`src/rtl/invsqrt_pkg.sv`:
```
// Shared types and constants for the fast inverse square root sequencer.
package invsqrt_pkg;

  typedef struct packed {
    logic [7:0]  exp;
    logic [22:0] man;
  } fp31_t;

  localparam logic [30:0] FP_HALF       = 31'h3F000000;
  localparam logic [30:0] FP_THREEHALF  = 31'h3FC00000;
  localparam logic [30:0] FP_INF        = 31'h7F800000;
  localparam logic [30:0] FP_QNAN       = 31'h7FC00000;
  localparam logic [30:0] MAGIC_DEFAULT = 31'h5F3759DF;

  typedef enum logic [2:0] {
    StIdle,
    StSeed,
    StMulXh,
    StMulYy,
    StMulXt,
    StSub,
    StMulY,
    StDone
  } state_e;

endpackage

```
`src/rtl/invsqrt_seed.sv`:
```
// Classifies x and produces either the special-case result or the magic-constant seed y0.
module invsqrt_seed
  import invsqrt_pkg::*;
#(
  parameter logic [30:0] MAGIC = MAGIC_DEFAULT
) (
  input  logic [30:0] x_i,
  output logic [30:0] y_o,
  output logic        special_o
);

  fp31_t x;
  assign x = fp31_t'(x_i);

  always_comb begin
    special_o = 1'b1;
    y_o       = '0;
    if (x.exp == 8'h00) begin
      // Zero and denormals are flushed to zero, so the result is +inf.
      y_o = FP_INF;
    end else if (x.exp == 8'hFF) begin
      y_o = (x.man == '0) ? '0 : FP_QNAN;
    end else begin
      special_o = 1'b0;
      y_o       = MAGIC - (x_i >> 1);
    end
  end

endmodule

```
`src/rtl/invsqrt_nr_ctrl.sv`:
```
// Sequences 1/sqrt(x) through a shared external multiplier and subtractor:
// magic seed followed by N_ITER Newton-Raphson refinements.
module invsqrt_nr_ctrl
  import invsqrt_pkg::*;
#(
  parameter int unsigned MUL_LAT = 3,
  parameter int unsigned SUB_LAT = 2,
  parameter int unsigned N_ITER  = 2,
  parameter logic [30:0] MAGIC   = MAGIC_DEFAULT
) (
  input  logic        clk,
  input  logic        rst,
  input  logic        in_valid,
  output logic        in_ready,
  input  logic [30:0] in_x,
  output logic        out_valid,
  input  logic        out_ready,
  output logic [30:0] out_y,
  output logic        out_special,
  output logic        mul_ce,
  output logic [30:0] mul_a,
  output logic [30:0] mul_b,
  input  logic [30:0] mul_y,
  output logic        sub_ce,
  output logic [30:0] sub_a,
  output logic [30:0] sub_b,
  input  logic [30:0] sub_y
);

  localparam logic [7:0] MulCnt   = 8'(MUL_LAT);
  localparam logic [7:0] SubCnt   = 8'(SUB_LAT);
  localparam logic [1:0] LastIter = 2'(N_ITER - 1);

  state_e      state_q, state_d;
  logic [7:0]  cnt_q, cnt_d;
  logic [1:0]  iter_q, iter_d;
  logic [30:0] x_q, x_d, xh_q, xh_d, y_q, y_d, t_q, t_d;
  logic        in_ready_q, in_ready_d, out_valid_q, out_valid_d;
  logic [30:0] out_y_q, out_y_d;
  logic        out_special_q, out_special_d;
  logic        mul_ce_q, mul_ce_d, sub_ce_q, sub_ce_d;
  logic [30:0] mul_a_q, mul_a_d, mul_b_q, mul_b_d, sub_a_q, sub_a_d, sub_b_q, sub_b_d;

  logic [30:0] seed_y;
  logic        seed_special;
  logic        last;

  invsqrt_seed #(
    .MAGIC(MAGIC)
  ) u_seed (
    .x_i      (x_q),
    .y_o      (seed_y),
    .special_o(seed_special)
  );

  assign last = (cnt_q == 8'd0);

  always_comb begin
    state_d       = state_q;
    cnt_d         = last ? cnt_q : cnt_q - 8'd1;
    iter_d        = iter_q;
    x_d           = x_q;
    xh_d          = xh_q;
    y_d           = y_q;
    t_d           = t_q;
    out_valid_d   = out_valid_q;
    out_y_d       = out_y_q;
    out_special_d = out_special_q;
    mul_a_d       = mul_a_q;
    mul_b_d       = mul_b_q;
    sub_a_d       = sub_a_q;
    sub_b_d       = sub_b_q;

    // Operand outputs are registered, so each state's operands are loaded on its entry edge,
    // taking freshly captured results straight from the unit outputs.
    unique case (state_q)
      StIdle: begin
        if (in_valid && in_ready_q) begin
          x_d           = in_x;
          out_special_d = 1'b0;
          state_d       = StSeed;
        end
      end
      StSeed: begin
        y_d    = seed_y;
        iter_d = 2'd0;
        if (seed_special) begin
          out_special_d = 1'b1;
          state_d       = StDone;
        end else begin
          state_d = StMulXh;
          cnt_d   = MulCnt;
          mul_a_d = x_q;
          mul_b_d = FP_HALF;
        end
      end
      StMulXh: begin
        if (last) begin
          xh_d    = mul_y;
          state_d = StMulYy;
          cnt_d   = MulCnt;
          mul_a_d = y_q;
          mul_b_d = y_q;
        end
      end
      StMulYy: begin
        if (last) begin
          t_d     = mul_y;
          state_d = StMulXt;
          cnt_d   = MulCnt;
          mul_a_d = xh_q;
          mul_b_d = mul_y;
        end
      end
      StMulXt: begin
        if (last) begin
          t_d     = mul_y;
          state_d = StSub;
          cnt_d   = SubCnt;
          sub_a_d = FP_THREEHALF;
          sub_b_d = mul_y;
        end
      end
      StSub: begin
        if (last) begin
          t_d     = sub_y;
          state_d = StMulY;
          cnt_d   = MulCnt;
          mul_a_d = y_q;
          mul_b_d = sub_y;
        end
      end
      StMulY: begin
        if (last) begin
          y_d    = mul_y;
          iter_d = iter_q + 2'd1;
          if (iter_q == LastIter) begin
            state_d     = StDone;
            out_valid_d = 1'b1;
            out_y_d     = mul_y;
          end else begin
            state_d = StMulYy;
            cnt_d   = MulCnt;
            mul_a_d = mul_y;
            mul_b_d = mul_y;
          end
        end
      end
      StDone: begin
        if (out_valid_q && out_ready) begin
          out_valid_d = 1'b0;
          state_d     = StIdle;
        end else if (!out_valid_q) begin
          // Special-case results reach DONE before out_y is loaded, so present them a cycle later.
          out_valid_d = 1'b1;
          out_y_d     = y_q;
        end
      end
      default: state_d = StIdle;
    endcase

    in_ready_d = (state_d == StIdle);
    mul_ce_d   = (state_d == StMulXh) || (state_d == StMulYy) || (state_d == StMulXt) ||
                 (state_d == StSub)   || (state_d == StMulY);
    sub_ce_d   = (state_d == StSub);
  end

  always_ff @(posedge clk or negedge rst) begin
    if (!rst) begin
      state_q       <= StIdle;
      cnt_q         <= '0;
      iter_q        <= '0;
      x_q           <= '0;
      xh_q          <= '0;
      y_q           <= '0;
      t_q           <= '0;
      in_ready_q    <= 1'b0;
      out_valid_q   <= 1'b0;
      out_y_q       <= '0;
      out_special_q <= 1'b0;
      mul_ce_q      <= 1'b0;
      mul_a_q       <= '0;
      mul_b_q       <= '0;
      sub_ce_q      <= 1'b0;
      sub_a_q       <= '0;
      sub_b_q       <= '0;
    end else begin
      state_q       <= state_d;
      cnt_q         <= cnt_d;
      iter_q        <= iter_d;
      x_q           <= x_d;
      xh_q          <= xh_d;
      y_q           <= y_d;
      t_q           <= t_d;
      in_ready_q    <= in_ready_d;
      out_valid_q   <= out_valid_d;
      out_y_q       <= out_y_d;
      out_special_q <= out_special_d;
      mul_ce_q      <= mul_ce_d;
      mul_a_q       <= mul_a_d;
      mul_b_q       <= mul_b_d;
      sub_ce_q      <= sub_ce_d;
      sub_a_q       <= sub_a_d;
      sub_b_q       <= sub_b_d;
    end
  end

  assign in_ready    = in_ready_q;
  assign out_valid   = out_valid_q;
  assign out_y       = out_y_q;
  assign out_special = out_special_q;
  assign mul_ce      = mul_ce_q;
  assign mul_a       = mul_a_q;
  assign mul_b       = mul_b_q;
  assign sub_ce      = sub_ce_q;
  assign sub_a       = sub_a_q;
  assign sub_b       = sub_b_q;

endmodule

```
`config.mk`:
```
export PLATFORM = sky130hd
export DESIGN_NAME = invsqrt_nr_ctrl
export DESIGN_NICKNAME = d
export VERILOG_FILES = /design/src/rtl/invsqrt_pkg.sv /design/src/rtl/invsqrt_seed.sv /design/src/rtl/invsqrt_nr_ctrl.sv
export SDC_FILE = /design/constraint.sdc
export NUM_CORES = 1
export LEC_CHECK = 0
export ABC_AREA = 1
export BUFFER_PORTS_ARGS = -buffer_cell sky130_fd_sc_hd__buf_2
export CAP_MARGIN = 0
export CORE_MARGIN = 2
export CORE_UTILIZATION = 35
export DETAILED_ROUTE_END_ITERATION = 10
export PLACE_DENSITY_LB_ADDON = 0.1
export REMOVE_ABC_BUFFERS = 1
export SLEW_MARGIN = 40
export SYNTH_ARGS = -nofsm -noshare
export SYNTH_HDL_FRONTEND = slang
export SYNTH_SLANG_ARGS = --single-unit
```
`constraint.sdc`:
```
create_clock -name clk -period 5.81 [get_ports clk]
set_input_delay 0.581 -clock clk [delete_from_list [all_inputs] [get_ports clk]]
set_output_delay 0.581 -clock clk [all_outputs]
set_load 0.05 [all_outputs]
```
; Word level (Yosys, flattened, before mapping)
; Index checks and enable logic that the tools add are counted.
[totals]
register_bits = 236
inputBits = 97
output_inout_bits = 160
[op_classes]
add_sub_neg = 3
eq_ne = 26
muxes = 47
n_reduce_logical = 27
[ops]
columns = cell, count
row1 = 31-bit 2-to-1 mux, 15
row2 = 31-bit case mux with 5 select lines, 1
row3 = 31-bit case mux with 2 select lines, 2
row4 = 31-bit case mux with 4 select lines, 1
row5 = 8-bit 2-to-1 mux, 6
row6 = 8-bit case mux with 4 select lines, 1
row7 = "31-bit by 30-bit subtractor with 31-bit output, first input constant", 1
row8 = 3-bit 2-to-1 mux, 9
row9 = 3-bit case mux with 8 select lines, 1
row10 = 23-bit zero test, 1
row11 = "2-bit inequality test, second input constant", 11
row12 = "3-bit equality test, second input constant", 7
row13 = 8-bit zero test, 2
row14 = "3-bit by 2-bit equality test with 1-bit output, second input constant", 4
row15 = "8-bit equality test, second input constant", 1
row16 = 2-bit AND reduction, 4
row17 = "8-bit by 1-bit subtractor with 8-bit output, second input constant", 1
row18 = 1-bit 2-to-1 mux, 7
row19 = 7-bit AND reduction, 1
row20 = 3-bit zero test, 2
row21 = 3-bit AND reduction, 2
row22 = 6-bit AND reduction, 1
row23 = 2-bit nonzero test, 3
row24 = 5-bit AND reduction, 1
row25 = other kinds (13), 18

; Logic depth before layout (Yosys ltp)
; Gate-level depths: netlist (run 1).
[logic_depth]
depth_word = 10
ltp_mapped = 14
depth_no_buf = 13

; Hierarchy
; From an unflattened synthesis (run 1), not the netlist that was laid out.
[hier_totals]
hier_cells = 1612
hier_area_um2 = 12250.5
[modules_own_cells]
columns = module, n_inst, cells_each, area_per_inst_um2
row1 = invsqrt_nr_ctrl, 1, 1379, 11168.2
row2 = invsqrt_seed, 1, 233, 1082.3

; Least setup slack after synthesis (run 1)
; Ideal clock, no wire load.
[synth_path]
path_type = register -> register
from = register cnt_q[0]
to = register mul_a_q[0] (netlist: mul_a[0])
setup_ns = 0.130
t_arrival_ns = 1.823
t_required_ns = 5.680
path_slack_ns = 3.857
path_stages_with_launch = 11
path_buffers = 2
period_less_slack_ns = 1.953
path_cell_list = dfrtp_1 -> inv_1 -> ha_1 -> nand3_1 -> nor2_2 -> nor2_1 -> nor2_2 -> and3_1 -> buf_6 -> clkbuf_1 -> o21ai_1
[synth_between]
elab_chain_cells = 3
word_cells_on_any_way = 5
classes_between = eq/ne: 3 / reduce/logical: 2
[synth_rtl]
columns = element, line
row1 = from (decl), invsqrt_nr_ctrl.sv:35  ; logic [7:0] cnt_q, cnt_d;
row2 = from (signal assigned), invsqrt_nr_ctrl.sv:189  ; cnt_q <= cnt_d;
row3 = 8-bit zero test (*), invsqrt_nr_ctrl.sv:56  ; assign last = (cnt_q == 8'd0);
row4 = 2-bit inequality test (no source line) or 2-bit by 1-bit inequality test with 1-bit output (tied branches), -
row5 = 6-bit AND reduction (no source line) (*), -
row6 = to (signal assigned), invsqrt_nr_ctrl.sv:200  ; mul_a_q <= mul_a_d;
row7 = to (decl), invsqrt_nr_ctrl.sv:42  ; logic [30:0] mul_a_q, mul_a_d, mul_b_q, mul_b_d, sub_a_q, sub_a_d, sub_b_q, sub_b_d;
; Every way passes the cells marked *; elsewhere a longest branch is shown, timed or not.
; A chain may end at the register's enable or synchronous reset.

; Worst setup path after layout (run 1)
[layout_path]
from = register state_q[0]
to = register mul_a_q[24] (netlist: mul_a[24])
[layout_between]
elab_chain_cells = 4
word_cells_on_any_way = 14
classes_between = eq/ne: 10 / mux: 1 / reduce/logical: 3
[layout_rtl]
columns = element, line
row1 = from (decl), invsqrt_nr_ctrl.sv:34  ; state_e state_q, state_d;
row2 = from (signal assigned), invsqrt_nr_ctrl.sv:170  ; state_q <= StIdle;
row3 = from (signal assigned), invsqrt_nr_ctrl.sv:188  ; state_q <= state_d;
row4 = 3-bit equality test or 3-bit by 2-bit equality test with 1-bit output (tied branches), invsqrt_nr_ctrl.sv:76  ; unique case (state_q)
row5 = 2-bit OR reduction (no source line), -
row6 = 2-bit by 1-bit inequality test with 1-bit output (no source line) or 4-bit nonzero test (tied branches), -
row7 = 6-bit AND reduction (no source line), -
; Several ways; a longest one is shown, not always the timed one.

==> results.ini, run 1 <==
[detailed_routing]
initialDrtViolationCount = 653
drtPass1Iterations = 4
num_vias = 11019
vias_per_cell = 4.91
routedWlPerCell_um = 18.0
ant_nets = 0
drcViolationCount = 0
wirelength_um = 40400

[synthesis]
netlist_area_um2 = 12100
synth-seq-cells = 236
synth_flop_cell = dfrtp_1
synth_top_area_share_pct = 48.7
yosys_warnings = 0
synth_edf_count = 0
synth_area_leaders = dfrtp_1 49%, nand2_1 14%, o21ai_0 7.6%, inv_1 5.4%, nor2_1 3.7%
syn_area_per_cell_um2 = 7.73
synth_cell_types = 41
syn_inst = 1568
synthTopCellsByCount = 439 x nand2_1, 236 x dfrtp_1, 183 x o21ai_0
synthArstFlopShare_pct = 100
synthMostInstantiatedCell = nand2_1
ys_seq_area_share_pct = 48.7
yosys.area.top_type = dfrtp_1

[min_path]
worstHoldPathType = primary input to register
whs_path_depth = 3
min_from = in_x[10]
min_to = x_q[10]$_DFFE_PN0P_

[clocking]
cts_buffers = 29
numClockSinks = 236
cts_max_path_buffers = 3
cts_max_level = 1
cts_tree = done
cts_hold_buffers = 1
cts_root_buf = clkbuf_16
clk_latency_ns = 0.56
post_cts_resized = 0
path_clk_slew_ns = 0.06
cts_setup_buffers = 0

[timing]
fin_tns_setup_ns = 0
holdWs_ns = 0.251
fin_crit_ns = 3.44
worst_pin_slew_ns = 0.772
hold_viol_final = 0
rsz0062_at_grt = no
maxSlewViolCount = 0
slew_headroom_pct = 48.4
clock.fmax_mhz = 291
fin_crit_sh_pct = 59.2
fin_skew_ns = 0.0214
finalSetupViolCount = 0

[power_and_ir_drop]
ir_drop_v = 0.000402
leakage_nw = 7.09
power.density_nw_per_um2 = 700

[setup_path]
r2r_start = state_q[0]$_DFF_PN0_
crit_fanout = 60
crit_arrival_ns = 3.91
r2r_cells = 11
r2r-end = mul_a[24]$_DFFE_PN0P_
crit_type = register to register
rrSetupSlack_ns = 2.37
start_kind = register
required_ns = 6.28
endpoint_kind = register

[grt]
antenna_found_initial = 0
grt_usage_pct = 22.3
grt_max_degree = 66
grt_pass1_vias = 10799
overflow = 0
grt_pass1_wl_um = 62700

[cells_and_area]
drive_gt1_share_pct = 19.4
area_growth_pct = 20.5
num_antenna_cells = 0
final_nets = 1866
fillerInstances = 3637

[floorplan]
ios = 257
core_um2 = 34400
start_util_pct = 35.3
die_x_um = 190
die_h_um = 190
die_area_um2 = 36200
rows = 68

[flow_run]
max_cap_viol_count = 0

[outcome]
outcome = finished clean

[place]
portBuffers = 233
gp_congestion = 0.946
dpl.hpwl_um = 27200

worst max path at each step:
stage                    startpoint               endpoint  cells past startpoint
6_report       state_q[0]$_DFF_PN0_  mul_a[24]$_DFFE_PN0P_                     11
5_1_grt        state_q[0]$_DFF_PN0_  mul_a[24]$_DFFE_PN0P_                     11
4_1_cts        state_q[0]$_DFF_PN0_  mul_a[24]$_DFFE_PN0P_                     11
3_5_place_dp   state_q[0]$_DFF_PN0_  mul_a[24]$_DFFE_PN0P_                     11
3_3_place_gp   state_q[2]$_DFF_PN0_    y_q[18]$_DFFE_PN0P_                      7
2_1_floorplan  state_q[1]$_DFF_PN0_   mul_b[0]$_DFFE_PN0P_                      8
stage by stage:
| step | utilization [%] | power [mW] | cell area (um^2) | std cells | worst slack [ns] |
|---|---|---|---|---|---|
| final | 42.5 | 10.2 | 14600 | 2242 | 2.37 |
| after global routing | 42.5 | 11.0 | 14600 | 2242 | 2.15 |
| after CTS | 42.5 | 10.3 | 14600 | 2242 | 2.44 |
| after detailed placement | 39.6 | 8.38 | 13600 | 2188 | 2.47 |
| after global placement | 39.3 | 8.33 | 13500 | 2185 | 2.34 |
| after floorplan | - | 6.78 | 11600 | 1481 | 1.46 |
kinds of logic after synthesis:
group           after synthesis  share of synthesized area (%)
compound gates              372                           17.8
xor+xnor                      7                          0.506
fa+ha+maj                     4                          0.413
buf+inv                     294                           10.7
flops                       236                           48.7
other cells                   1                         0.0309
simple gates                654                           21.8
final cells by class:
cell class,instances,area [um^2],area share (%)
tap,455,569,3.90
inverter,185,697,4.77
clock inverter,7,91.3,0.625
sequential,236,5910,40.4
clock buffer,46,900,6.16
timing repair buffer,253,1400,9.56
multi-input combinational,1060,5050,34.6
registers in the layout, summed over array words and instances, names as in the netlist:
name and cells:
sub_a 1, in_ready 1, mul_b 31, cnt_q 8, out_special 1, state_q 3, mul_a 31, y_q 31
iter_q 2, out_valid 1, x_q 31, xh_q 31, sub_b 31, sub_ce 1, mul_ce 1, out_y 31
critical path, cell delays in order, from the launching register on:
cell and delay, ns:
dfrtp_1 0.40, inv_2 0.06, nand2_1 0.12, buf_4 0.34, o21ai_4 0.26, inv_2 0.42
nor2_1 0.08, nor3_1 0.15, and3_4 0.64, buf_4 0.52, nand2_1 0.13, o21ai_2 0.08
where the power goes:
part	switching (mW)	internal [mW]
Clock	0.739	1.14
Combinational	3.93	1.39
Sequential	0.592	2.44
Total	5.26	4.97
placed cells by master, fill, tap and decap left out, types with 37 or more instances in the layout:
master	n
nand3_1	39
dfrtp_1	236
a21oi_1	39
o21ai_1	37
a31oi_1	37
buf_2	232
nand2_1	435
nor2_1	118
inv_1	175
o21ai_0	183
per-layer routing:
layer	vias up	global-route usage, %	share of wire [%]
met1	5247	32.6	48
met4	0	5.01	1.7
met5	-	0	0
met2	277	35.4	45
met3	42	2.62	4.8
li1	5453	-	-
No activity file was read; power rests on OpenSTA's default activity.
==> run 2: changes to the inputs <==
--- a/config.mk
+++ b/config.mk
@@ -5,7 +5,7 @@
 export SDC_FILE = /design/constraint.sdc
 export NUM_CORES = 1
 export LEC_CHECK = 0
-export ABC_AREA = 1
+export ABC_AREA = 0
 export BUFFER_PORTS_ARGS = -buffer_cell sky130_fd_sc_hd__buf_2
 export CAP_MARGIN = 0
 export CORE_MARGIN = 2
==> constraint.sdc (replaced) <==
create_clock -name clk -period 3.4 [get_ports clk]
set_input_delay 0.34 -clock clk [delete_from_list [all_inputs] [get_ports clk]]
set_output_delay 0.34 -clock clk [all_outputs]
set_load 0.05 [all_outputs]
==> results.ini, run 2 <==
[synthesis]
synth_flop_cell = dfrtp_1
yosys.area.top_type = dfrtp_1
syn_area_per_cell_um2 = 10.5
synthMuxAreaShare_pct = 18.5
synth_top_family_by_area = compound AO/OA/AOI/OAI gates
netlist_area_um2 = 12800
yosys_warnings = 0
yosys.area_share.simple_pct = 10.0
synth_xor_area_share_pct = 0.887
synth-seq-cells = 236
synth_top_area_share_pct = 46.0
synth_compound_area_share_pct = 18.7
ys_seq_area_share_pct = 46.0
syn_inst = 1224
synthTopCellsByCount = 236 x dfrtp_1, 104 x a21oi_1, 103 x mux2_2
synthMostInstantiatedCell = dfrtp_1
synthArstFlopShare_pct = 100
synth_area_leaders = dfrtp_1 46%, mux2_2 9.0%, mux2_4 5.6%, a21oi_1 4.1%, a22o_1 3.9%
synth_adder_area_share_pct = 0.390
synth_edf_count = 0
synth_cell_types = 67

[timing]
fin_crit_ns = 2.79
hold_viol_final = 0
fin_crit_sh_pct = 82.1
holdWs_ns = 0.0278
worst_slack_ns = 0.608
worst_pin_slew_ns = 0.857
fin_skew_ns = 0.0118
rsz0062_at_grt = no
finalSetupViolCount = 0
clock.fmax_mhz = 358
maxSlewViolCount = 0
slew_headroom_pct = 42.8

[setup_path]
r2r_start = cnt_q[0]$_DFF_PN0_
crit_fanout = 56
endpoint_kind = register
required_ns = 3.83
crit_arrival_ns = 3.23
crit_type = register to register
start_kind = register
startpoint = cnt_q[0]$_DFF_PN0_

[floorplan]
die_h_um = 196
die_area_um2 = 38200
start_util_pct = 35.3
die_x_um = 196
ios = 257
rows = 70
core_um2 = 36300

[clocking]
cts_root_buf = clkbuf_16
cts_tree = done
cts_setup_buffers = 0
numClockSinks = 236
cts_max_path_buffers = 3
path_clk_slew_ns = 0.06
post_cts_resized = 0
cts_hold_buffers = 6
cts_buffers = 29
cts_max_level = 1
clk_latency_ns = 0.56

[flow_run]
max_cap_viol_count = 0

[place]
pre_cts_ws_ns = 0.629
dpl.hpwl_um = 28700
portBuffers = 233
placed_cells = 1864
gp_congestion = 0.883
placed_area_um2 = 14500

[grt]
grt_usage_pct = 22.3
grt_pass1_vias = 10478
overflow = 0
grt_pass1_wl_um = 66200
antenna_found_initial = 1
grt_max_degree = 91

[detailed_routing]
wirelength_um = 42900
num_vias = 10566
drcViolationCount = 0
initialDrtViolationCount = 691
vias_per_cell = 5.51
drtPass1Iterations = 5
routedWlPerCell_um = 22.4
ant_nets = 0

[cells_and_area]
fin_cells = 1919
area_growth_pct = 20.4
fin_area_um2 = 15500
final_nets = 1535
drive_gt1_share_pct = 33.7
layout_common_cells = 234 x dfrtp_1, 232 x buf_2, 103 x a21oi_1, 103 x mux2_2, 95 x nor2_1
layout_commonest_cell = dfrtp_1
fillerInstances = 3568
num_antenna_cells = 0

[outcome]
outcome = finished clean

[power_and_ir_drop]
ir_drop_v = 0.000458
power.density_nw_per_um2 = 1090
leakage_nw = 7.11
total_power_mw = 16.9

[min_path]
worstHoldPathType = primary input to register
min_from = in_x[26]

-- run 2: changes by cell type in the layout (fill, tap and decap cells not counted), moves of 23 or more --
| cell | delta |
|---|---|
| nand2_1 | -373 |
| a22o_1 | +57 |
| mux2_2 | +103 |
| o21ai_1 | -37 |
| o21ai_0 | -94 |
| a22oi_1 | +34 |
| nor2b_1 | +25 |
| inv_1 | -163 |
| a21oi_1 | +64 |
| mux2_4 | +48 |
| mux2i_1 | +47 |
| nand3_1 | -26 |
| o2111ai_1 | -25 |
| nor2_1 | -23 |
-- run 2: layout make-up --
cell class,instances,area [um^2],share of cell area [%]
multi-input combinational,873,6390,41.3
timing repair buffer,282,1660,10.7
sequential,236,5910,38.3
clock buffer,40,797,5.16
tap,468,586,3.79
clock inverter,8,68.8,0.445
inverter,12,45.0,0.291
-- run 2: through the flow --
| step | setup TNS (ns) | utilization (%) |
|---|---|---|
| final | 0 | 42.5 |
| after global routing | 0 | 42.5 |
| after CTS | 0 | 42.4 |
| after detailed placement | 0 | 39.9 |
| after global placement | 0 | 39.9 |
| after floorplan | -375.83 | - |
-- run 2: cell families (layout without fill, tap and decap cells) --
| kind of cell | after synthesis | count (layout) |
|---|---|---|
| other | 1 | 23 |
| AOI/OAI and AO/OA | 368 | 368 |
| adders and majority gates | 4 | 4 |
| and+or+nand+nor | 265 | 265 |
| xor gates and xnor gates | 13 | 13 |
| DFF | 236 | 236 |
| muxes | 200 | 200 |
| buffers and inverters | 137 | 342 |
-- run 2: where the power goes --
group	internal (mW)	switching [mW]
Clock	1.69	1.23
Combinational	2.99	5.67
Sequential	4.08	1.24
Total	8.76	8.14
-- run 2: final timing paths --
path	slack (ns)	depth (start not counted)	end
max	0.61	8	mul_b[23]$_DFFE_PN0P_
min	0.03	2	x_q[26]$_DFFE_PN0P_
max reg2reg	0.61	8	mul_b[23]$_DFFE_PN0P_
min reg2reg	0.50	1	xh_q[2]$_DFFE_PN0P_
max in group asynchronous	2.26	4	mul_b[29]$_DFFE_PN0P_
min in group asynchronous	0.23	2	mul_b[11]$_DFFE_PN0P_
-- run 2: worst max-delay path, stage by stage (launching register included) --
cell and delay (ns):
dfrtp_1 0.43, inv_1 0.09, ha_1 0.24, or3b_1 0.54, nor2_8 0.25, a32oi_4 0.08
o22ai_4 0.18, buf_12 0.32, mux2_4 0.35
-- run 2: per-layer routing --
layer / up-vias / track usage, % / routed length (um)
met5: - / 0 / 0
met4: 0 / 3.82 / 610
met3: 46 / 3.06 / 2150
met2: 302 / 36.8 / 20200
met1: 5343 / 31.5 / 20000
li1: 4875 / - / -
==> run 3: changes to the inputs <==
==> constraint.sdc (replaced) <==
create_clock -name clk -period 2.2 [get_ports clk]
set_input_delay 0.22 -clock clk [delete_from_list [all_inputs] [get_ports clk]]
set_output_delay 0.22 -clock clk [all_outputs]
set_load 0.05 [all_outputs]
==> results.ini, run 3 (synthesis gave the netlist of run 2 again) <==
[outcome]
outcome = finished, violations left
violations = setup timing

[cells_and_area]
final_nets = 1668
num_antenna_cells = 0
area_growth_pct = 33.3
utilization_pct = 47.1
drive_gt1_share_pct = 38.2
fin_area_um2 = 17100
layout_common_cells = 233 x buf_2, 231 x dfrtp_1, 103 x a21oi_1
layout_commonest_cell = buf_2

[floorplan]
rows = 70
die_h_um = 196
core_um2 = 36300
die_area_um2 = 38200
start_util_pct = 35.3
ios = 257
die_x_um = 196

[min_path]
worstHoldPathType = primary input to register
whs_path_depth = 2

[timing]
fin_crit_ns = 2.23
fin_skew_ns = 0.0166
worst_slack_ns = -0.0298
clock.fmax_mhz = 448
rsz0062_at_grt = yes
hold_viol_final = 0
finalSetupViolCount = 32
slew_headroom_pct = 60.5
maxSlewViolCount = 0
worst_pin_slew_ns = 0.587
fin_crit_sh_pct = 101

[setup_path]
crit_arrival_ns = 2.67
r2r_cells = 9
rrSetupSlack_ns = -0.03
endpoint_kind = register
start_kind = register
crit_fanout = 11
crit_type = register to register
required_ns = 2.64

[grt]
grt_pass1_wl_um = 67400
grt_pass1_vias = 10910
grt_usage_pct = 22.8
antenna_found_initial = 0
grt_max_degree = 68
overflow = 0

[detailed_routing]
drcViolationCount = 0
wirelength_um = 45500
wirelength_met1_um = 21000
num_vias = 11072
dr_wl_met3_um = 1900
initialDrtViolationCount = 716
wl_met2_um = 21800
vias_per_cell = 5.38
ant_nets = 0
drtPass1Iterations = 5
routedWlPerCell_um = 22.1
maxUsedRoutingLayer = met4

[clocking]
cts_buffers = 30
path_clk_slew_ns = 0.06
cts_root_buf = clkbuf_16
cts_max_level = 1
cts_tree = done
numClockSinks = 236
cts_max_path_buffers = 3
clk_latency_ns = 0.57

[place]
placed_area_um2 = 15200
dpl.hpwl_um = 30700
portBuffers = 233
gp_congestion = 0.868

[power_and_ir_drop]
leakage_nw = 7.89
total_power_mw = 28.3
power.density_nw_per_um2 = 1660
ir_drop_v = 0.000730

[flow_run]
max_cap_viol_count = 0

run 3: changes by cell type in the layout (fill, tap and decap cells not counted), sizes merged:
cell,delta
dlygate4sd3,+48
clkinvlp,+2
clkbuf,+11
buf,+79
clkinv,-1
run 3: path summary, 6_finish.rpt:
kind | end | from
min | sub_b[11]$_DFFE_PN0P_ | mul_y[11]
max reg2reg | mul_b[16]$_DFFE_PN0P_ | cnt_q[1]$_DFF_PN0_
min in group asynchronous | mul_b[11]$_DFFE_PN0P_ | rst
max | mul_b[16]$_DFFE_PN0P_ | cnt_q[1]$_DFF_PN0_
max in group asynchronous | out_y[17]$_DFFE_PN0P_ | rst
min reg2reg | xh_q[3]$_DFFE_PN0P_ | xh_q[3]$_DFFE_PN0P_
run 3: worst max-delay path, cell delays in order, from the launching register on:
cell and delay, ns:
dfrtp_1 0.40, inv_2 0.08, ha_4 0.12, or3b_4 0.41
nor2_8 0.12, a32oi_4 0.07, o22ai_4 0.14, buf_12 0.21
buf_12 0.18, mux2_2 0.35
run 3: area by class of cell:
cell class	count	area (um^2)
Clock buffer	46	932
Inverter	12	45.0
Sequential cell	236	5920
Multi-Input combinational cell	873	6530
Timing Repair Buffer	414	3020
Tap cell	468	586
Clock inverter	9	78.8
Fill cell	3460	19200
run 3: power breakdown:
group | switching (mW) | leakage, nW | internal [mW]
registers | 1.49 | 2.85 | 6.33
clock network | 2.00 | 0.498 | 3.01
logic | 9.71 | 4.54 | 5.78
run 3: timing repair:
item                                    CTS  global route
hold buffers                             54             0
endpoints found under the hold margin   291             0
gates cloned                              0             6
resized for setup                         8            28
setup buffers                             1             3
pin swaps                                 2             7
endpoints found under the setup margin  108           137
run 3: through the flow:
stage                     instances   TNS [ns]  hold WS (ns)  setup WS, ns
after floorplan                1121    -663.18       -0.0756         -4.71
after global placement         1939      -3.84         0.157        -0.164
after detailed placement       1939      -6.52         0.151        -0.122
after CTS                      2049  -0.000678      0.000188     -0.000678
after global routing           2058      -2.25        0.0210       -0.0676
final                          2058     -0.334        0.0112       -0.0298
run 3: routing by layer:
metal,vias to the layer above,GRT usage (%)
met5,-,0
li1,5150,-
met3,60,2.80
met4,0,4.24
met2,301,38.7
met1,5561,31.5
